## config.mk

```make
export PLATFORM = sky130hd
export DESIGN_NAME = mem_access_stage
export DESIGN_NICKNAME = d
export VERILOG_FILES = /design/src/rtl/mem_stage_pkg.sv /design/src/rtl/mem_access_stage_load_align.sv /design/src/rtl/mem_access_stage.sv
export SDC_FILE = /design/constraint.sdc
export NUM_CORES = 1
export LEC_CHECK = 0
export ABC_AREA = 1
export CAP_MARGIN = 25
export CORE_ASPECT_RATIO = 0.5
export CORE_MARGIN = 2
export CORE_UTILIZATION = 42
export CTS_CLUSTER_SIZE = 20
export DETAILED_ROUTE_END_ITERATION = 12
export GPL_TIMING_DRIVEN = 0
export PLACE_DENSITY = 0.82
export SYNTH_ARGS = -nofsm -noshare
export SYNTH_HDL_FRONTEND = slang
export SYNTH_HIERARCHICAL = 1
export SYNTH_SLANG_ARGS = --single-unit
```

## constraint.sdc

```tcl
create_clock -name clk -period 10.36 [get_ports clk]
set_input_delay 1.554 -clock clk [delete_from_list [all_inputs] [get_ports clk]]
set_output_delay 1.554 -clock clk [all_outputs]
set_load 0.005 [all_outputs]
```

## src/rtl/mem_stage_pkg.sv

```systemverilog
// Shared types and constants for the memory-access stage.
package mem_stage_pkg;

    // Exception codes reported on exc_out
    typedef enum logic [1:0] {
        EXC_NONE     = 2'b00,
        EXC_MISALIGN = 2'b01,
        EXC_TIMEOUT  = 2'b10,
        EXC_ILLEGAL  = 2'b11
    } exc_e;

    // Access sequencer states
    typedef enum logic {
        IDLE = 1'b0,
        WAIT = 1'b1
    } state_e;

    // Load funct3 encodings
    localparam logic [2:0] F3_LB  = 3'b000;
    localparam logic [2:0] F3_LH  = 3'b001;
    localparam logic [2:0] F3_LW  = 3'b010;
    localparam logic [2:0] F3_LBU = 3'b100;
    localparam logic [2:0] F3_LHU = 3'b101;

    // Byte-enable masks at lane offset 0
    localparam logic [3:0] BE_NONE = 4'b0000;
    localparam logic [3:0] BE_B    = 4'b0001;
    localparam logic [3:0] BE_H    = 4'b0011;
    localparam logic [3:0] BE_W    = 4'b1111;

    // Lane mask a load touches, before shifting to its byte offset
    function automatic logic [3:0] load_mask(input logic [2:0] funct3);
        case (funct3)
            F3_LB, F3_LBU: load_mask = BE_B;
            F3_LH, F3_LHU: load_mask = BE_H;
            default:       load_mask = BE_W;
        endcase
    endfunction

endpackage

```

## src/rtl/mem_access_stage_load_align.sv

```systemverilog
// Picks the addressed byte/halfword out of a read word and extends it.
module load_align
    import mem_stage_pkg::*;
(
    input  logic [31:0] i_rdata,
    input  logic [1:0]  i_offset,
    input  logic [2:0]  i_funct3,
    output logic [31:0] o_data
);

    logic [31:0] w_shifted;

    assign w_shifted = i_rdata >> {i_offset, 3'b000};

    // Sign- or zero-extend the selected lane according to the load type
    always_comb begin
        case (i_funct3)
            F3_LB:   o_data = {{24{w_shifted[7]}}, w_shifted[7:0]};
            F3_LBU:  o_data = {24'h0, w_shifted[7:0]};
            F3_LH:   o_data = {{16{w_shifted[15]}}, w_shifted[15:0]};
            F3_LHU:  o_data = {16'h0, w_shifted[15:0]};
            default: o_data = i_rdata;
        endcase
    end

endmodule

```

## src/rtl/mem_access_stage.sv

```systemverilog
// Memory-access pipeline stage: issues loads/stores, stalls while the
// memory is busy, aborts on bus timeout and registers MEM/WB outputs.
module mem_access_stage
    import mem_stage_pkg::*;
#(
    parameter int TIMEOUT = 16
) (
    input  logic        clk,
    input  logic        rst,
    input  logic        memtoreg_in,
    input  logic        regwrite_in,
    input  logic [3:0]  memwrite_in,
    input  logic [31:0] ALUout_in,
    input  logic [31:0] rdata2_in,
    input  logic        invalid_in,
    input  logic [31:0] immgen_in,
    input  logic [1:0]  regin_in,
    input  logic [31:0] PC_plus4_in,
    input  logic [31:0] inst_data_in,
    output logic        dmem_req,
    output logic        dmem_we,
    output logic [31:0] dmem_addr,
    output logic [3:0]  dmem_be,
    output logic [31:0] dmem_wdata,
    input  logic [31:0] dmem_rdata,
    input  logic        dmem_ready,
    output logic        stall_out,
    output logic        regwrite_out,
    output logic        memtoreg_out,
    output logic [1:0]  regin_out,
    output logic [31:0] ALUout_out,
    output logic [31:0] immgen_out,
    output logic [31:0] PC_plus4_out,
    output logic [31:0] inst_data_out,
    output logic [31:0] load_data_out,
    output logic        invalid_out,
    output logic [1:0]  exc_out
);

    localparam int CNT_W = $clog2(TIMEOUT + 1);
    // Last WAIT cycle in which a late ready is still accepted
    localparam logic [CNT_W-1:0] CNT_LAST = CNT_W'(TIMEOUT - 1);

    state_e            r_state;
    logic [CNT_W-1:0]  r_cnt;
    logic              r_we;
    logic [31:0]       r_addr;
    logic [3:0]        r_be;
    logic [31:0]       r_wdata;
    logic [2:0]        r_funct3;

    logic [2:0]  w_funct3;
    logic        w_store;
    logic        w_memop;
    logic        w_illegal;
    logic        w_is_half;
    logic        w_is_word;
    logic        w_misalign;
    logic        w_exc_in;
    logic        w_issue;
    logic        w_wait;
    logic        w_last;
    logic        w_timeout;
    logic        w_done;
    logic        w_stall;
    logic [3:0]  w_in_be;
    logic [31:0] w_in_wdata;
    logic [1:0]  w_cur_off;
    logic [2:0]  w_cur_f3;
    logic        w_cur_load;
    logic [31:0] w_load_data;

    // Decode of the instruction currently presented by EX/MEM
    assign w_funct3   = inst_data_in[14:12];
    assign w_store    = (memwrite_in != BE_NONE);
    assign w_memop    = !invalid_in && (memtoreg_in || w_store);
    assign w_illegal  = (memtoreg_in && w_store)
                     || !(memwrite_in inside {BE_NONE, BE_B, BE_H, BE_W})
                     || (memtoreg_in && (w_funct3 inside {3'b011, 3'b110, 3'b111}));
    assign w_is_half  = memtoreg_in ? (w_funct3 == F3_LH || w_funct3 == F3_LHU)
                                    : (memwrite_in == BE_H);
    assign w_is_word  = memtoreg_in ? (w_funct3 == F3_LW) : (memwrite_in == BE_W);
    assign w_misalign = (w_is_half && ALUout_in[0]) || (w_is_word && (ALUout_in[1:0] != 2'b00));

    // Exceptions are only raised for a fresh instruction seen in IDLE
    assign w_exc_in   = (r_state == IDLE) && w_memop && (w_illegal || w_misalign);
    assign w_issue    = (r_state == IDLE) && w_memop && !w_illegal && !w_misalign;
    assign w_wait     = (r_state == WAIT);
    assign w_last     = w_wait && (r_cnt == CNT_LAST);
    assign w_timeout  = w_last && !dmem_ready;
    assign w_done     = (w_issue || w_wait) && dmem_ready;
    // The final WAIT cycle never stalls: the instruction either completes
    // or is retired as a timeout, so EX/MEM must advance past it.
    assign w_stall    = (w_issue && !dmem_ready) || (w_wait && !dmem_ready && !w_last);

    assign w_in_be    = (w_store ? memwrite_in : load_mask(w_funct3)) << ALUout_in[1:0];
    assign w_in_wdata = w_store ? (rdata2_in << {ALUout_in[1:0], 3'b000}) : 32'h0;

    // Request fields come straight from the inputs when issuing, from the
    // latched copy while waiting so they stay stable for the memory.
    assign dmem_req   = !rst && (w_issue || w_wait);
    assign dmem_we    = w_wait ? r_we : (w_issue && w_store);
    assign dmem_addr  = w_wait ? {r_addr[31:2], 2'b00}
                               : (w_issue ? {ALUout_in[31:2], 2'b00} : 32'h0);
    assign dmem_be    = w_wait ? r_be : (w_issue ? w_in_be : 4'h0);
    assign dmem_wdata = w_wait ? r_wdata : (w_issue ? w_in_wdata : 32'h0);
    assign stall_out  = !rst && w_stall;

    assign w_cur_off  = w_wait ? r_addr[1:0] : ALUout_in[1:0];
    assign w_cur_f3   = w_wait ? r_funct3 : w_funct3;
    assign w_cur_load = w_wait ? !r_we : memtoreg_in;

    load_align u_load_align (
        .i_rdata  (dmem_rdata),
        .i_offset (w_cur_off),
        .i_funct3 (w_cur_f3),
        .o_data   (w_load_data)
    );

    // Access sequencer: latch a request that is not served immediately
    always_ff @(posedge clk or posedge rst) begin
        if (rst) begin
            r_state  <= IDLE;
            r_cnt    <= '0;
            r_we     <= 1'b0;
            r_addr   <= 32'h0;
            r_be     <= 4'h0;
            r_wdata  <= 32'h0;
            r_funct3 <= 3'b000;
        end else begin
            case (r_state)
                IDLE: begin
                    if (w_issue && !dmem_ready) begin
                        r_state  <= WAIT;
                        r_cnt    <= '0;
                        r_we     <= w_store;
                        r_addr   <= ALUout_in;
                        r_be     <= w_in_be;
                        r_wdata  <= w_in_wdata;
                        r_funct3 <= w_funct3;
                    end
                end
                WAIT: begin
                    r_cnt <= r_cnt + CNT_W'(1);
                    if (dmem_ready || w_last) begin
                        r_state <= IDLE;
                    end
                end
                default: r_state <= IDLE;
            endcase
        end
    end

    // MEM/WB output register: bubble, exception or normal result
    always_ff @(posedge clk or posedge rst) begin
        if (rst) begin
            regwrite_out  <= 1'b0;
            memtoreg_out  <= 1'b0;
            regin_out     <= 2'b00;
            ALUout_out    <= 32'h0;
            immgen_out    <= 32'h0;
            PC_plus4_out  <= 32'h0;
            inst_data_out <= 32'h0;
            load_data_out <= 32'h0;
            invalid_out   <= 1'b1;
            exc_out       <= EXC_NONE;
        end else begin
            regin_out     <= regin_in;
            ALUout_out    <= ALUout_in;
            immgen_out    <= immgen_in;
            PC_plus4_out  <= PC_plus4_in;
            inst_data_out <= inst_data_in;
            load_data_out <= 32'h0;
            exc_out       <= EXC_NONE;
            if (w_stall) begin
                regwrite_out <= 1'b0;
                memtoreg_out <= 1'b0;
                invalid_out  <= 1'b1;
            end else if (w_timeout || w_exc_in) begin
                regwrite_out <= 1'b0;
                memtoreg_out <= 1'b0;
                invalid_out  <= 1'b1;
                if (w_timeout) begin
                    exc_out <= EXC_TIMEOUT;
                end else if (w_illegal) begin
                    exc_out <= EXC_ILLEGAL;
                end else begin
                    exc_out <= EXC_MISALIGN;
                end
            end else begin
                regwrite_out <= regwrite_in && !invalid_in;
                memtoreg_out <= memtoreg_in && !invalid_in;
                invalid_out  <= invalid_in;
                if (w_done && w_cur_load) begin
                    load_data_out <= w_load_data;
                end
            end
        end
    end

endmodule

```

* Word level (Yosys, flattened, before mapping)
Index checks and enable logic that the tools add are counted.
** Cells by class
- Eq/ne operators :: 15
- Div/mod/pow operators :: 0
- Shift operators :: 3
- Bitwise gates (word level) :: 1
- Multiply operators :: 0
- Reductions and logical operators :: 49
- $add $sub $neg :: 1
- Mux-type cells :: 34
- Magnitude comparators :: 0
** Operators with widths (number)
- $mux 32 :: 8
- $pmux 32 s4 :: 1
- $shl 32x5->32 :: 1
- $shr 32x5->16 :: 1
- $logic_and 1x1->1 :: 21
- $eq 3x3->1 const B :: 6
- $mux 1 :: 12
- $mux 4 :: 3
- $logic_or 1x1->1 :: 10
- $mux 2 :: 5
- $pmux 5 s2 :: 1
- $logic_not 1->1 :: 8
- $pmux 4 s2 :: 1
- $reduce_bool 4->1 :: 2
- $eq 3x1->1 const B :: 2
- $eq 3x2->1 const B :: 2
- $logic_not 3->1 :: 2
- $add 5x1->5 const B :: 1
- $eq 5x4->1 const B :: 1
- $mux 5 :: 1
- $eq 4x1->1 const B :: 1
- $eq 4x2->1 const B :: 1
- $eq 4x4->1 const B :: 1
- $logic_not 4->1 :: 1
- 9 further kinds :: 10
** Word-level totals
- Input bits :: 204
- Flip-flop bits (word level) :: 245
- Memory bits (writable) :: 0
- Memories :: 0
- Logic and storage cells :: 120
- Bits in latches :: 0
- Memory bits (read-only) :: 0

* Logic depth before layout (Yosys ltp)
Gate-level depths: netlist (run 1).
- Depth after elaboration :: 14
- Depth in mapped cells :: 14

* Cells and area by module
The synthesis (run 1) kept the hierarchy.
** By module, submodules not included
- mem_access_stage :: instances 1, area an instance 9200.1 um^2, cells an instance 936
- load_align :: instances 1, area an instance 878.3 um^2, cells an instance 194

* Worst setup path before layout (run 1)
OpenSTA, ideal clock, no wires.
- Kind :: input port to output port
- From :: input port ALUout_in[0]
- To :: output port dmem_wdata[24]
- Required time :: 8.806 ns
- Arrival :: 2.712 ns
- Buffers on the path :: 3
- Cell stages on the path :: 10
- Slack :: 6.094 ns
- Path through :: buf_2 > nor2_1 > inv_2 > nand2_1 > nand2_1 > nor2_2 > buf_2 > buf_4 > nand2_1 > nand2_1
** On the way
- Longest elaborated chain between the ends :: 7
** RTL lines
- start: declaration :: RTL line mem_access_stage.sv:13 : input logic [31:0] ALUout_in,
- branches (longest 5 deep; another with $shl 32x5->32)
- $mux 32 (*) (2 in series) :: RTL line mem_access_stage.sv:106 : assign dmem_wdata = w_wait ? r_wdata : (w_issue ? w_in_wdata : 32'h0);
- end: declaration :: RTL line mem_access_stage.sv:24 : output logic [31:0] dmem_wdata,
Mark *: on every way between the ends.

* Final worst setup path (run 1)
- From :: input port memwrite_in[3]
- To :: output port dmem_addr[22]
** On the way
- Longest elaborated chain between the ends :: 10
** RTL lines
- start: declaration :: RTL line mem_access_stage.sv:12 : input logic [3:0] memwrite_in,
- $eq 4x1->1, or another cell as far along :: RTL line mem_access_stage.sv:78 : || !(memwrite_in inside {BE_NONE, BE_B, BE_H, BE_W})
- $reduce_bool 4->1 :: RTL line mem_access_stage.sv:78
- $logic_not 1->1 :: RTL line mem_access_stage.sv:78
- $logic_or 1x1->1 :: RTL line mem_access_stage.sv:78
- $logic_or 1x1->1 :: RTL line mem_access_stage.sv:79 : || (memtoreg_in && (w_funct3 inside {3'b011, 3'b110, 3'b111}));
- $logic_not 1->1 :: RTL line mem_access_stage.sv:87 : assign w_issue = (r_state == IDLE) && w_memop && !w_illegal && !w_misalign;
- $logic_and 1x1->1 :: RTL line mem_access_stage.sv:87
- $logic_and 1x1->1 (*) :: RTL line mem_access_stage.sv:87
- $mux 32 (*) :: RTL line mem_access_stage.sv:104 : : (w_issue ? {ALUout_in[31:2], 2'b00} : 32'h0);
- $mux 32 (*) :: RTL line mem_access_stage.sv:103 : assign dmem_addr = w_wait ? {r_addr[31:2], 2'b00}
- end: declaration :: RTL line mem_access_stage.sv:22 : output logic [31:0] dmem_addr,
Mark *: on every way between the ends. The rest lies on a longest branch, timed or not.

==> results of run 1 <==
## layout make-up
type | instances | area [µm²]
antenna | 3 | 7.507
inverter | 116 | 445.4
fill | 1878 | 8051
clock buffer | 32 | 679.4
clock inverter | 8 | 101.3
timing repair buffer | 441 | 4449
sequential | 245 | 6132
tap | 315 | 394.1
buffer | 58 | 354.1
multi-input combinational | 712 | 3158
## critical path, cell delays in order
cell and delay [ns]:
sky130_fd_sc_hd__clkdlybuf4s50_1 0.50, sky130_fd_sc_hd__nor2_4 0.21, sky130_fd_sc_hd__nand2_2 0.09, sky130_fd_sc_hd__nor2_1 0.10, sky130_fd_sc_hd__nor2_1 0.05, sky130_fd_sc_hd__nor2_1 0.17
sky130_fd_sc_hd__nand3_1 0.23, sky130_fd_sc_hd__clkbuf_1 0.29, sky130_fd_sc_hd__o21ai_0 0.45, sky130_fd_sc_hd__clkdlybuf4s50_1 0.61
## placed cells by master (no fill, tap or decap), types with 3 or more instances in the layout
cell	Yosys	final
sky130_fd_sc_hd__clkinv_2	0	3
sky130_fd_sc_hd__nand3_1	61	61
sky130_fd_sc_hd__buf_6	12	12
sky130_fd_sc_hd__inv_6	0	3
sky130_fd_sc_hd__dfrtp_1	244	244
sky130_fd_sc_hd__clkdlybuf4s50_1	0	439
sky130_fd_sc_hd__clkbuf_16	0	23
sky130_fd_sc_hd__clkbuf_1	27	29
sky130_fd_sc_hd__nand2_1	367	367
sky130_fd_sc_hd__o21ai_2	16	16
sky130_fd_sc_hd__inv_2	3	3
sky130_fd_sc_hd__buf_2	10	10
sky130_fd_sc_hd__clkbuf_8	0	7
sky130_fd_sc_hd__buf_4	9	9
sky130_fd_sc_hd__o22ai_1	7	7
sky130_fd_sc_hd__inv_1	111	110
sky130_fd_sc_hd__nand2_2	4	4
sky130_fd_sc_hd__nor2_1	74	74
sky130_fd_sc_hd__a21oi_1	13	13
sky130_fd_sc_hd__o21ai_0	99	99
sky130_fd_sc_hd__diode_2	0	3
sky130_fd_sc_hd__nor3_1	9	9
sky130_fd_sc_hd__o21ai_1	43	43
## power breakdown
part,switching [mW],internal (mW)
Combinational,0.198,0.209
Clock,0.372,0.509
Sequential,0.0531,1.06
## final timing paths
kind,from,endpoint,slack (ns),cells past startpoint
hold / removal,r_wdata[29],r_wdata[29],0.48,2
max in group asynchronous,rst,inst_data_out[10],7.58,4
setup / recovery,memwrite_in[3],dmem_addr[22],4.54,10
setup reg to reg,r_state,load_data_out[0],7.12,13
min in group asynchronous,rst,r_state,1.53,2
hold reg to reg,r_wdata[29],r_wdata[29],0.48,2
## logic make-up after synthesis
kind of cell    share of synthesized area
simple gates                       0.2122
flops                              0.6084
other cells                     0.0003721
fa+ha+maj                        0.002483
buf+inv                           0.07858
xor+xnor                        0.0008692
compound gates                    0.09708
## synthesized netlist by cell type (all sizes together)
cell type  count
xor2           1
a21oi         13
inv          115
clkinv         1
a22oi          1
clkbuf        27
nand4          2
nor2          78
buf           31
or2            2
nor3          10
nand3         64
o221a          1
nand2        371
o21ai        158
ha             2
o22ai          7
conb           1
dfstp          1
dfrtp        244
## registers in the layout, indices dropped and copies added (netlist names)
name,cells
ALUout_out,32
PC_plus4_out,32
exc_out,2
immgen_out,32
inst_data_out,32
invalid_out,1
load_data_out,32
memtoreg_out,1
r_addr,32
r_be,4
r_cnt,5
r_funct3,3
r_state,1
r_wdata,32
r_we,1
regin_out,2
regwrite_out,1
## metal layers
layer  vias to the layer above  wire [µm]  GRT usage
met5                         -          0          0
met4                         0       1024    0.08635
met3                        69       2249    0.04869
met2                       387      17300     0.4673
met1                      4608      14610     0.3550
li1                       4485          -          -
## metrics by stage
| step | cell area, µm² | setup slack, ns |
|---|---|---|
| 2_1_floorplan | 10080 | 2.078 |
| 3_3_place_gp | 14870 | -0.5720 |
| 3_5_place_dp | 14930 | 4.610 |
| 4_1_cts | 15710 | 4.594 |
| 5_1_grt | 15720 | 4.364 |
| 6_report | 15720 | 4.543 |
==> results summary, run 1 <==
The first global-routing pass estimated 53.24 mm of wire. The synthesized design spends more area on one cell type than any other, namely sky130_fd_sc_hd__dfrtp_1. TritonCTS created 23 clock buffers. In this run the number of H-tree levels came out at 1. For this run, the register share of the synthesized area comes to 0.6084. After synthesis the netlist holds a flip-flop and latch count of 245. At the worst endpoint, the arrival time is between 4 and 5 ns.

The final standard cell count with taps included and fillers excluded came out at 1,930. The final total negative setup slack is 0 ns. The number of ports placed on the die boundary is 442. After detailed routing, the number of remaining DRC violations is 0. The clock-pin slew on the worst setup and hold paths is 0.06 ns.

The initial utilization of the core area, before any placement, comes to 0.4239. The number of distinct library cells after synthesis came out at 32. The residual overflow from global routing came out at 0. The number of violations reported at the end of detailed-routing iteration 0 came out at 754. The final hold slack is 0.4826 ns. The flow ran to the end, and the final reports show no timing, DRC or antenna violations. The critical path in this run is classified as in -> out. The total iterations of the first detailed-routing run is 5. The highest net fanout along the worst path is 10. The area of the die came out at roughly 25,000 µm².

The number of warnings printed during yosys synthesis came out at 6. The min-delay analysis places its worst path in the category reg -> reg. The detail route stage leaves a number of antenna-violating nets equal to 0. The final setup violation count came out at 0.

The core region area is 23,770 µm². After synthesis, the cell types taking the most area are sky130_fd_sc_hd__dfrtp_1 61%, sky130_fd_sc_hd__nand2_1 14%, sky130_fd_sc_hd__o21ai_0 4.9%. Max-cap violations in this run came to 0. CTS placed an instance of sky130_fd_sc_hd__clkbuf_16 at the clock tree root. The post-detailed-route via-to-cell ratio is slightly below 5.

The number of endpoints with negative hold slack in the final report is 0. The standby leakage power is approximately 7.3 nW. The number of antenna violations at the first check in global routing is 3. The worst endpoint required time came out at 8.81 ns. The worst slew margin relative to its limit came out at 0.5197. The count of cells resized by post-cts repair is 0. The final max-slew violation count came to 0. The pin count of the biggest net entering global routing is 99. The type of destination of the critical path is an output pin. The area added between synthesis and finish came out at 55.99%. The final worst-path cycle share is 0.5614. The portion of synthesized cell area occupied by the leading cell type came out at 0.6058. The transition at the pin with the smallest max-transition slack is approximately 0.71 ns. The final critical-path required period is a little under 6 ns. The overall die width is around 220 µm. The placement row count came out at 40. The via count came out at 9,549. Setup repair after global routing left no endpoint under its margin. The number of placed instances with taps included came out at ~1.9k. The overall die height came out at 113.5 µm.

Routability-driven placement finished with a final weighted congestion of 0.9359. The number of buffers inserted by post-CTS setup repair came out at 0. The cell count after synthesis came out at approximately 1.1k.

The largest voltage drop on the vdd net is 141.4 µV. The number of global-route vias before repair was 9,401. The overall track demand over capacity in global routing came out at 0.2720. The count of port buffers added during placement came out at 439. The total power of the final layout is approximately 2.4 mW. The power density over cell area is 152.9 nW/µm². The mean cell area of the mapped netlist is 8.919 µm². The setup skew after layout came out at between 0.015 and 0.02 ns.

For this run, the share of the core covered by cells in the final layout is 0.6613. The net count reported at finish is 1,803. The clock latency on the worst-skew pair is 0.53 ns.

The worst setup path is launched from an input pin. The maximum clock frequency came out at 171.9 MHz. The HPWL after detailed placement came out at 27.52 mm. The clock tree from TritonCTS is done.

For this block, the routed nets add up to around 35 mm of wire. The clock tree buffer depth is 3. The cell area after synthesis is 10,080 µm². The wire length per cell after detailed routing is roughly 18 µm.

The sink count of the clock tree came out at approximately 250. The quantity of hold-fixing buffers added after cts is 0. In the final layout, the share of cells above drive strength 1 is 0.06700.
(Power assumes the default switching activity.)
==> run 2, diff against run 1 <==
- CORE_UTILIZATION: 42 -> 38
- PLACE_DENSITY: 0.82 -> 0.78
- clock period: 10.36 -> 5.01 ns (I/O delays scaled with it)
==> run 2 against run 1 <==
Design area is 0.79% higher. Via count shrank 0.37%. Worst hold slack got worse by 0.0039 ns. Cell count is 2.1% higher. Clock skew decreased by 0.013 ns. Combinational power increased by 110%. Register-to-register slack got worse by 5.5 ns. Clock power rose by 110%. Setup slack got worse by 3.7 ns. Non-clock buffer count up 5.
==> results summary, run 2 (synthesized netlist as in run 1, its figures left out) <==
The most prevalent standard cell on the critical path is sky130_fd_sc_hd__nor2_1. The setup skew after layout was 0.007210 ns (-0.01272 ns). The sequential fraction of design power was 0.464 (about the same).

STA classifies the critical path startpoint as an input pin. The root buffer cell is sky130_fd_sc_hd__clkbuf_16. The wire length of the first global-routing pass came out at 53.54 mm (+0.57%). The total buffers and inverters traversed by the critical path came out at 4 (+1). The fraction of final layout cells sized beyond drive strength 1 came out at 0.06926 (+0.002267). The final standard cell count with taps included and fillers excluded came to 1,970 (+2.1%). The final hold slack came to 0.4787 ns (-0.003865 ns). The placement row count is 42 (+5.0%). On the critical path, the stage with the largest delay is an instance of sky130_fd_sc_hd__clkdlybuf4s50_1.

The number of endpoints with negative hold slack in the final report is 0 (unchanged). The placed cell area is 15,070 µm² (+0.90%). The wire length per cell after detailed routing came to 17.88 µm (-1.9%). The post-detailed-route via-to-cell ratio is 4.829 (-2.4%). The standby leakage power came out at 7.370 nW (+0.40%). The residual antenna-violating net count after detailed routing is 0 (unchanged). The count of cells resized by post-cts repair is 0 (unchanged). The number of violations reported at the end of detailed-routing iteration 0 is 815 (+8.1%).

The dominant delay contributor by cell family on the critical path is buffers and inverters. The area of the die is 27,920 µm² (+10%). The signal on the critical path passes through clkdlybuf4s50_1 > inv_1 > nor2_1 > nor2_1 > nor2_1 > nor2_1 > nand3_1 > clkbuf_1 > o21ai_0 > clkdlybuf4s50_1. The fraction of power consumed by the clock network came out at 0.365 (about the same). The clock-pin slew on the worst setup and hold paths is 0.07 ns (about the same). The quantity of hold-fixing buffers added after cts is 0 (unchanged). The H-tree depth is 1 (unchanged). The slack of the worst reg-to-reg path is 1.63 ns (-5.49 ns). The starting density of the core was 0.3836 (-0.04038). The post-detailed-route DRC marker count is 0 (unchanged).

The residual overflow from global routing came out at 0 (unchanged). The final core utilization came out at 0.6030 (-0.05827). The HPWL after detailed placement came out at 27.27 mm (-0.88%). The overall die height came to 119.2 µm (+5.0%). The transition at the pin with the smallest max-transition slack is 0.7625 ns (+0.04955 ns). The largest voltage drop on the vdd net came to 215.3 µV (+52%). The total iterations of the first detailed-routing run came to 5 (unchanged). The switching power of the nets came to 1.280 mW (+110%). The number of antenna violations at the first check in global routing was 2 (-1). The sink count of the clock tree came out at 245 (unchanged). The run finished with clean final reports.

The overall die width came out at 234.3 µm (+5.0%). Setup repair after global routing left no endpoint under its margin. The clock tree buffer depth is 3 (unchanged).

The maximum single-stage delay on the critical path came out at 0.58 ns (-0.03 ns). The data arrival at the endpoint of the critical path is 3.37 ns (-0.89 ns). The highest net fanout along the worst path is 10 (unchanged). The switching share of total power came to 0.2577 (-0.001359). The internal power came out at 3.686 mW (+110%). In the finished design, the share of the clock period the worst path needs comes to 0.8229.

The number of placed instances with taps included is 1,929 (+2.2%). Leaving out fill and tap cells, the most frequent cell in the layout is sky130_fd_sc_hd__clkdlybuf4s50_1. In the layout the commonest cells are 439 x sky130_fd_sc_hd__clkdlybuf4s50_1, 367 x sky130_fd_sc_hd__nand2_1, 244 x sky130_fd_sc_hd__dfrtp_1. The final weighted congestion in routability-driven placement is 0.9288 (-0.76%). The count of port buffers added during placement came to 439 (unchanged). The combinational fraction of design power is 0.170 (about the same). The post-route standard cell area excluding fillers is 15,850 µm² (+0.79%). The number of buffers inserted during clock tree synthesis came out at 23 (unchanged).

The worst slew margin relative to its limit came out at 0.4863 (-0.03338). The final max-slew violation count came to 0 (unchanged). The min-delay analysis places its worst path in the category reg -> reg. The overall track demand over capacity in global routing came to 0.2494 (-0.02259). The number of buffers inserted by post-CTS setup repair is 0 (unchanged). The net count reported at finish is 1,808 (+0.28%). The clock latency on the worst-skew pair was 0.52 ns (about the same).

The area added between synthesis and finish is 57.22%. The via count is 9,514 (-0.37%). The worst setup path is captured at an output pin. The number of global-route vias before repair is 9,188 (-2.3%).

The pin count of the biggest net entering global routing came out at 45 (-55%). TritonCTS built the clock tree. The critical path is of the in -> out type. The power density over cell area was 313.4 nW/µm² (+100%). The maximum clock frequency came out at between 200 and 250 MHz. The final setup violation count is 0 (unchanged). The worst endpoint required time came to 4.26 ns (-4.55 ns).

The core region area came to 26,280 µm² (+11%). The final critical-path required period came out at 4.123 ns. The total wire length is 35.23 mm (+0.11%).

The number of ports placed on the die boundary came out at 442 (unchanged). The reported max-cap violation count is 0 (unchanged).
## run 2: cell count changes in the layout (fill, tap and decap cells not counted)
cell	change
sky130_fd_sc_hd__buf_12	+6
sky130_fd_sc_hd__inv_6	-3
sky130_fd_sc_hd__clkinvlp_4	+2
sky130_fd_sc_hd__diode_2	-2
sky130_fd_sc_hd__buf_16	-1
sky130_fd_sc_hd__clkbuf_1	+1
sky130_fd_sc_hd__clkinv_4	+1
sky130_fd_sc_hd__inv_8	-1
## run 2: final cells by class
cell class              count  area [µm²]
clock inverters             7       91.34
diodes                      1       2.502
fillers                  2218       10430
multi-input cells         712        3158
plain buffers              58       354.1
inverters                 116       441.7
clock buffers              33       683.2
well taps                 352       440.4
flip-flops and latches    245        6132
repair buffers            446        4542
## run 2: routing by layer
layer  GRT usage  routed length (µm)  part of all wire
met2      0.4268               17730              0.50
met1      0.3354               14530              0.41
met4     0.06486                 875             0.025
met5           0                   0                 0
met3     0.03233                2091             0.059
## run 2: worst paths after layout
check / to / from / depth (start not counted)
setup / recovery: dmem_wdata[4] / inst_data_in[13] / 10
hold / removal: r_wdata[27] / r_wdata[27] / 2
setup reg to reg: load_data_out[13] / r_state / 13
hold reg to reg: r_wdata[27] / r_wdata[27] / 2
max in group asynchronous: PC_plus4_out[12] / rst / 6
min in group asynchronous: memtoreg_out / rst / 2
## run 2: per-stage QoR
stage	setup WS [ns]	power, mW	setup TNS (ns)
global route	0.7240	5.196	0
finish	0.8870	4.966	0
global placement	-0.8303	3.137	-194.38
CTS	0.9616	4.995	0
detailed placement	0.9888	3.180	0
floorplan	1.042	2.701	0
## run 2: power groups by stage
stage | logic [mW] | registers [mW] | clock network [mW]
floorplan | 0.373 | 2.33 | 0
global placement | 0.808 | 2.33 | 0
detailed placement | 0.842 | 2.34 | 0
CTS | 0.848 | 2.30 | 1.84
global route | 0.938 | 2.33 | 1.93
finish | 0.846 | 2.31 | 1.81
## run 2: worst min-delay path: cells and delay by family, from the launching register on
family / cells / cell delay, ns
flops: 1 / 0.34
simple gates: 2 / 0.11
==> run 3, diff against run 2 <==
- CORE_UTILIZATION: 38 -> 42
- PLACE_DENSITY: 0.78 -> 0.82
- clock period: 5.01 -> 3.83 ns (I/O delays scaled with it)
==> run 3 against run 2 <==
Worst hold slack got worse by 0.00059 ns. Largest cell class unchanged. Routed wire length down 1.3%. Sequential share of layout area grew 0.24 points.
==> results summary, run 3 (synthesized netlist as in run 1, its figures left out) <==
The final hold slack is 0.4781 ns (-0.0005850 ns). The final total negative setup slack came out at 0 ns (unchanged). The min-delay analysis places its worst path in the category reg -> reg. The critical path in this run is classified as in -> out. The core region area came out at 23,770 µm² (-9.5%). The number of violations reported at the end of detailed-routing iteration 0 came out at 781 (-4.2%). The switching share of total power came out at 0.2646 (+0.006943).

The sink count of the clock tree is 245 (unchanged). CTS placed an instance of sky130_fd_sc_hd__clkbuf_16 at the clock tree root. The number of global-route vias before repair was 9,450 (+2.9%). The combinational fraction of design power came to 0.173 (+0.003). The number of endpoints with negative hold slack in the final report came to 0 (unchanged). The internal power is 4.683 mW (+27%). The maximum single-stage delay on the critical path came out at 0.57 ns (about the same). The clock latency on the worst-skew pair is 0.52 ns (about the same). The residual overflow from global routing came to 0 (unchanged).

The count of port buffers added during placement is 439 (unchanged). Static timing analysis puts the maximum clock frequency at 268.9 MHz. The residual antenna-violating net count after detailed routing is 0 (unchanged). The final standard cell count with taps included and fillers excluded came out at 1,933 (-1.9%).

The number of ports placed on the die boundary came out at 442 (unchanged). The switching power of the nets came out at 1.685 mW (+32%). The dominant delay contributor by cell family on the critical path is buffers and inverters. The final antenna diode count came to 0 (-1). The worst endpoint required time came out at 3.26 ns (-1.00 ns).

The flow ran to the end, and the final reports show no timing, DRC or antenna violations. The power density over cell area came out at 404.4 nW/µm² (+29%). The final setup violation count is 0 (unchanged). The HPWL after detailed placement came out at 27.25 mm (about the same). The cell with the largest stage delay on the worst path is sky130_fd_sc_hd__clkdlybuf4s50_1. The final core utilization is 0.6624 (+0.05937). Counting I/O delays and the setup requirement, the final critical path takes 3.719 ns. TritonCTS built the clock tree. The worst slew margin relative to its limit came to 0.3875 (-0.09878). The most common library cell in the layout ignoring fill and taps is sky130_fd_sc_hd__clkdlybuf4s50_1. In the layout the commonest cells are 439 x sky130_fd_sc_hd__clkdlybuf4s50_1, 367 x sky130_fd_sc_hd__nand2_1, 244 x sky130_fd_sc_hd__dfrtp_1. The transition at the pin with the smallest max-transition slack is 0.9168 ns (+0.1543 ns). The wire length per cell after detailed routing came out at 17.99 µm (+0.60%).

The highest net fanout along the worst path is 10 (unchanged). The data arrival at the endpoint of the critical path came out at 3.14 ns (-0.23 ns). The total buffers and inverters traversed by the critical path is 6 (+2).

The clock tree buffer depth came out at 3 (unchanged). The worst slack at placement is 0.07269 ns (-0.9161 ns). The overall die width came out at 223.1 µm (-4.8%). The sequential fraction of design power came out at 0.475 (+0.011). The area of the die is 25,330 µm² (-9.3%).

The setup skew after layout came out at 0.008546 ns (+0.001336 ns). The number of buffers inserted during clock tree synthesis came out at 23 (unchanged). The global-route track usage on met3 is 0.03735 (+0.005024). The net count reported at finish is 1,807 (-0.055%). The signal on the critical path passes through clkdlybuf4s50_1 > buf_2 > inv_1 > clkbuf_1 > buf_2 > nand3_1 > o21ai_0 > clkdlybuf4s50_1. The fraction of power consumed by the clock network was 0.352 (-0.013). The area added between synthesis and finish is 56.25%. The placed cell area came to 14,990 µm² (-0.49%). The via count came out at 9,676 (+1.7%). The clock-pin slew on the worst setup and hold paths is 0.06 ns (about the same). The final weighted congestion in routability-driven placement is 0.9278 (-0.11%). The post-detailed-route via-to-cell ratio was 5.006 (+3.6%).

The total iterations of the first detailed-routing run is 7 (+2). The wire length of the first global-routing pass is 53.53 mm (about the same). The post-detailed-route DRC marker count is 0 (unchanged). The total wire length is 34.77 mm (-1.3%). The number of buffers inserted by post-CTS setup repair came to 0 (unchanged). The pin count of the biggest net entering global routing came out at 48 (+6.7%).

The overall track demand over capacity in global routing came out at 0.2685 (+0.01904). The count of cells resized by post-cts repair was 0 (unchanged). The total power of the final layout came out at 6.368 mW (+28%). The number of placed instances with taps included came out at 1,891 (-2.0%). The H-tree depth is 1 (unchanged). The starting density of the core is 0.4239 (+0.04038).

The reported max-cap violation count is 0 (unchanged). The type of destination of the critical path is an output pin. The fraction of final layout cells sized beyond drive strength 1 is 0.07293 (+0.003665). Setup repair after global routing left no endpoint under its margin. The largest voltage drop on the vdd net came out at 313.9 µV (+46%).

The number of antenna violations at the first check in global routing is 0 (-2). The global-route track usage on met1 is 0.3497 (+0.01433). The placement row count was 40 (-4.8%). The standby leakage power is 7.343 nW (-0.37%). The met2 layer usage reported by global route came out at 0.4769 (+0.05007). The post-route standard cell area excluding fillers came out at 15,750 µm² (-0.62%). The overall die height came out at 113.5 µm (-4.7%). The least setup slack across all paths after layout came out at 0.1108 ns (-0.7763 ns). The quantity of hold-fixing buffers added after cts is 0 (unchanged).

Dividing the final minimum period by the clock period gives 0.9711. The final max-slew violation count is 0 (unchanged). STA classifies the critical path startpoint as an input pin. The layer flagged by global routing as most heavily used is met2.
run 3: layer usage:
| metal | part of all wire | wire (µm) | vias to the layer above |
|---|---|---|---|
| met2 | 0.51 | 17750 | 421 |
| met1 | 0.40 | 13900 | 4718 |
| met3 | 0.064 | 2242 | 62 |
| li1 | - | - | 4475 |
| met5 | 0 | 0 | - |
| met4 | 0.025 | 874 | 0 |
run 3: area by class of cell:
type,instances,area [µm²]
repair buffers,445,4514
flip-flops and latches,245,6132
plain buffers,58,359.1
fillers,1840,8025
clock buffers,33,673.1
well taps,315,394.1
multi-input cells,712,3166
clock inverters,9,67.56
inverters,116,441.7
run 3: final timing paths:
path                               from          endpoint  slack [ns]  cells after the start
hold reg to reg             r_wdata[24]       r_wdata[24]        0.48                      2
min in group asynchronous           rst      regwrite_out        0.66                      2
setup / recovery           ALUout_in[0]     dmem_wdata[6]        0.11                      8
hold / removal              r_wdata[24]       r_wdata[24]        0.48                      2
max in group asynchronous           rst    immgen_out[11]        2.08                      5
setup reg to reg                r_state  load_data_out[6]        0.48                     13
run 3: power by group through the flow:
| stage | Combinational [mW] | Clock [mW] | Sequential, mW |
|---|---|---|---|
| after floorplan | 0.488 | 0 | 3.05 |
| after global placement | 1.05 | 0 | 3.05 |
| after detailed placement | 1.10 | 0 | 3.06 |
| after CTS | 1.10 | 2.29 | 3.02 |
| after global routing | 1.22 | 2.41 | 3.05 |
| final | 1.10 | 2.24 | 3.02 |
run 3: worst reg2reg max path, delay by kind of cell, from the launching register on:
family                 cells  cell delay, ns
and+or+nand+nor            6            0.91
AOI/OAI and AO/OA          2            0.45
buffers and inverters      5            1.57
DFF                        1            0.36
==> patch 1: new RTL, settings of run 3 <==
Take the reset off `immgen_out` and `inst_data_out` and load them in a clocked block of their own.
--- a/src/rtl/mem_access_stage.sv
+++ b/src/rtl/mem_access_stage.sv
@@ -160,5 +160,3 @@
             ALUout_out    <= 32'h0;
-            immgen_out    <= 32'h0;
             PC_plus4_out  <= 32'h0;
-            inst_data_out <= 32'h0;
             load_data_out <= 32'h0;
@@ -169,5 +167,3 @@
             ALUout_out    <= ALUout_in;
-            immgen_out    <= immgen_in;
             PC_plus4_out  <= PC_plus4_in;
-            inst_data_out <= inst_data_in;
             load_data_out <= 32'h0;
@@ -200,2 +196,7 @@
 
+    always_ff @(posedge clk) begin
+        immgen_out    <= immgen_in;
+        inst_data_out <= inst_data_in;
+    end
+
 endmodule
Check against the original RTL: not equivalent (Yosys sat finds a counterexample within 4 cycles, from zero or initial values and one cycle with rst high).
==> patch 1 against run 3 <==
  * Sequential cell count unchanged
  * Setup slack gained 52 ps
  * First-iteration DRC count grew 7.2%
  * Routed wire length rose by 3.0%
  * Sequential share of layout area down 1.3 points
  * Die area down 3.1%
  * Clock skew rose by 15 ps
  * Sequential power is essentially flat
  * Area after synthesis fell by 3.2%
  * Cell area is 1.9% lower
  * Total power up 2.4%
  * Synthesized cell count did not move
  * Critical path type unchanged
  * Largest power group unchanged
==> patch 1: results (changes against run 3) <==
[setup_path]
worst_r2r_path_depth = 13  ; unchanged
critical-path-top-delay-family = buffers and inverters
reg2reg_setup_slack_ps = 500  ; +20 ps
crit_start = ALUout_in[1]
cp_slowest_stage_delay_ps = 540  ; -30 ps
cp.arrival_ps = 3090  ; -50 ps
r2r_end = load_data_out[2]
worstSetupEndpoint = dmem_wdata[17]

[detailed_routing]
wl_met1_um = 14900  ; +7.2%
vias = 9442  ; -2.4%
wl_met2_um = 16980  ; -4.4%
drt_iter0_markers = 837  ; +7.2%
wl_met3_um = 2619  ; +17%
top_layer_used = met5
routedWlPerCell_um = 18.63  ; +3.6%
dr.pass1.iters = 8  ; +1

[global_route]
grt_pass1_wl_um = 54080  ; +1.0%
met2_usage_pct = 47.61  ; -0.074 points
track_usage_pct = 28.82  ; +2.0 points
antenna_found_initial = 1  ; +1
grt_max_degree = 46  ; -4.2%
grt_pass1_vias = 9554  ; +1.1%
met1_usage_pct = 37.55  ; +2.6 points
grt_util_met3_pct = 6.120  ; +2.4 points

[clock_tree]
clk_latency_ps = 530
htreeDepth = 1  ; unchanged

[pwr]
peakVddDrop_uv = 311.5  ; -0.77%
p_leak_nw = 7.149  ; -2.6%

[final_layout]
fin_nets = 1805  ; -0.11%
drive_above_1_share_pct = 7.183  ; -0.11 points
diodes = 0  ; unchanged

[hold_path]
hold_class = reg2reg

[logic_synthesis]
yosysWarnings = 6  ; unchanged
ys_seq_area_share_pct = 59.56  ; -1.3 points
synth_common_cells = nand2_1 (367), dfrtp_1 (180), inv_1 (111)
synth_cell_types = 33  ; +3.1%
synth-async-reset-ratio_pct = 73.88  ; -26 points
synth_area_leaders = dfrtp_1 (46%), nand2_1 (14%), dfxtp_1 (13%)

[place]
gp_congestion = 0.9258  ; -0.22%
place_hpwl_um = 27780  ; +1.9%
placed_area_um2 = 14620  ; -2.5%

[outcome]
status = finished clean

[sta]
skew_ps = 23.54  ; +15.00 ps
maxSlewHeadroom_pct = 54.69  ; +16 points

patch 1: changes by cell type after synthesis, sizes merged:
cell          run 3  this run
dfxtp             0        64
dfrtp           244       180
patch 1: how the worst min path moves through the flow:
stage | startpoint | to | slack, ps | depth (start not counted)
floorplan | r_wdata[23] | r_wdata[23] | 450 | 2
global placement | r_wdata[31] | r_wdata[31] | 460 | 2
detailed placement | r_wdata[30] | r_wdata[30] | 470 | 2
CTS | immgen_in[8] | immgen_out[8] | 470 | 1
global route | inst_data_in[23] | inst_data_out[23] | 470 | 1
finish | r_wdata[20] | r_wdata[20] | 480 | 2
patch 1: cell families after synthesis:
logic type / synth area share (%)
AOI/OAI and AO/OA: 10.03
xor gates and xnor gates: 0.08977
adders and majority gates: 0.2564
buffers and inverters: 8.116
DFF: 59.56
other: 0.03843
and+or+nand+nor: 21.91
patch 1: layout make-up:
type                            instances  area [um^2]
Fill cell                            1756         7347
Sequential cell                       245         5812
Timing Repair Buffer                  443         4474
Multi-Input combinational cell        712         3188
Clock buffer                           33        664.4
Inverter                              116        441.7
Tap cell                              307        384.1
Buffer                                 58        359.1
Clock inverter                          8        117.6
patch 1: timing repair:
action	4_1_cts	5_1_grt
resized for setup	2	26
gates cloned	0	0
buffers inserted	0	0
endpoints found under the setup margin	5	25
patch 1: where the power goes:
| group | internal, mW | switching [mW] |
|---|---|---|
| Sequential | 2.87 | 0.148 |
| Clock | 1.41 | 0.997 |
| Combinational | 0.568 | 0.526 |
patch 1: through the flow:
step / setup slack, ps / std cells / util, %
floorplan: 933.7 / 1131 / -
global placement: -412.6 / 1877 / 63.82
detailed placement: -138.8 / 1881 / 64.17
CTS: -17.65 / 1922 / 67.62
global route: 7.540 / 1922 / 67.76
finish: 162.3 / 1922 / 67.76
==> patch 2: new RTL, flow settings as in run 3 <==
Without the edit above. The parameter `TIMEOUT` goes from 16 to 8.
--- a/src/rtl/mem_access_stage.sv
+++ b/src/rtl/mem_access_stage.sv
@@ -5,3 +5,3 @@
 #(
-    parameter int TIMEOUT = 16
+    parameter int TIMEOUT = 8
 ) (
Check against the original RTL: same outputs for any inputs over 4 cycles, from zero or initial values and one cycle with rst high; that may be too few to reach the edited logic, so the function may still have changed.
==> patch 2 against run 3 <==
  * Clock skew up 3.6 ps
  * Total power fell by 0.96%
  * Sequential cell count is 1 lower
  * Setup slack better by 78 ps
  * Cell area is essentially flat
  * Routed wire length rose by 1.5%
  * Area after synthesis increased by 0.61%
==> patch 2: results (changes against run 3) <==
[detailed_routing]
drt_iter0_markers = 1012  ; +30%
wl_met2_um = 17770  ; about the same
routedWlPerCell_um = 18.39  ; +2.2%
totalWireLength_um = 35290  ; +1.5%
vias = 9498  ; -1.8%

[logic_synthesis]
synth_xor_area_share_pct = 0.1728  ; +0.086 points
synth_area_leaders = dfrtp_1 (60%), nand2_1 (14%), o21ai_0 (5.0%)
ys_seq_area_share_pct = 60.23  ; -0.61 points
synthCells = 1122  ; -0.71%
synth-compound-area-share_pct = 10.58  ; +0.87 points

[setup_path]
r2r_end = load_data_out[16]
worstSetupEndpoint = dmem_wdata[29]
worst_r2r_path_depth = 11  ; -2

[final_layout]
buffers_excl_clock = 504  ; +0.20%
n_all_inverters = 114  ; -1.7%
seq_area_um2 = 6107  ; -0.41%
nMultiInputCombCells = 706  ; -0.84%
fin_nets = 1797  ; -0.55%
final-clk-cell-share_pct = 4.331  ; -0.37 points
diodes = 2  ; +2
n_clock_buffer = 30  ; -9.1%
multi_input_area_share_pct = 20.53  ; +0.43 points

[place]
gp_congestion = 0.9658  ; +4.1%
dp_cells = 1883  ; -0.42%

[global_route]
met1_usage_pct = 36.31  ; +1.3 points
antenna_found_initial = 3  ; +3
grt_pass1_wl_um = 53620  ; +0.17%
grt_util_met3_pct = 3.864  ; +0.13 points

[sta]
maxSlewHeadroom_pct = 49.39  ; +11 points
holdWs_ps = 483.3  ; +5.193 ps

[hold_path]
hold_end = r_wdata[29]

[outcome]
status = finished clean

==> patch 2: cell types whose count changed after synthesis, sizes merged <==
cell    before  now
dfrtp      244  243
nor2        78   77
buf         31   35
nand3       64   62
ha           2    1
or2          2    1
nand2      371  369
xor2         1    2
inv        115  114
clkbuf      27   24
clkinv       1    0
==> patch 2: stage by stage <==
stage          worst slack, ps  cell area (um^2)  TNS [ps]
6_report                 189.2             15750         0
5_1_grt                  11.72             15750         0
4_1_cts                  81.61             15740         0
3_5_place_dp             103.9             15060         0
3_3_place_gp             -1548             14940   -371040
2_1_floorplan            52.54             10150         0
==> patch 2: report_power, final <==
part	switching [mW]	total (mW)	internal [mW]
clock network	0.935	2.18	1.24
logic	0.542	1.12	0.577
registers	0.148	3.01	2.86
==> patch 2: worst max-delay path, cell delays in order <==
cell	delay, ps
clkdlybuf4s50_1	430
buf_2	190
inv_1	170
clkbuf_1	390
nand2_1	80
o21ai_0	140
nor2_1	70
nor3_1	330
nand2_1	90
nand2_1	90
clkdlybuf4s50_1	500
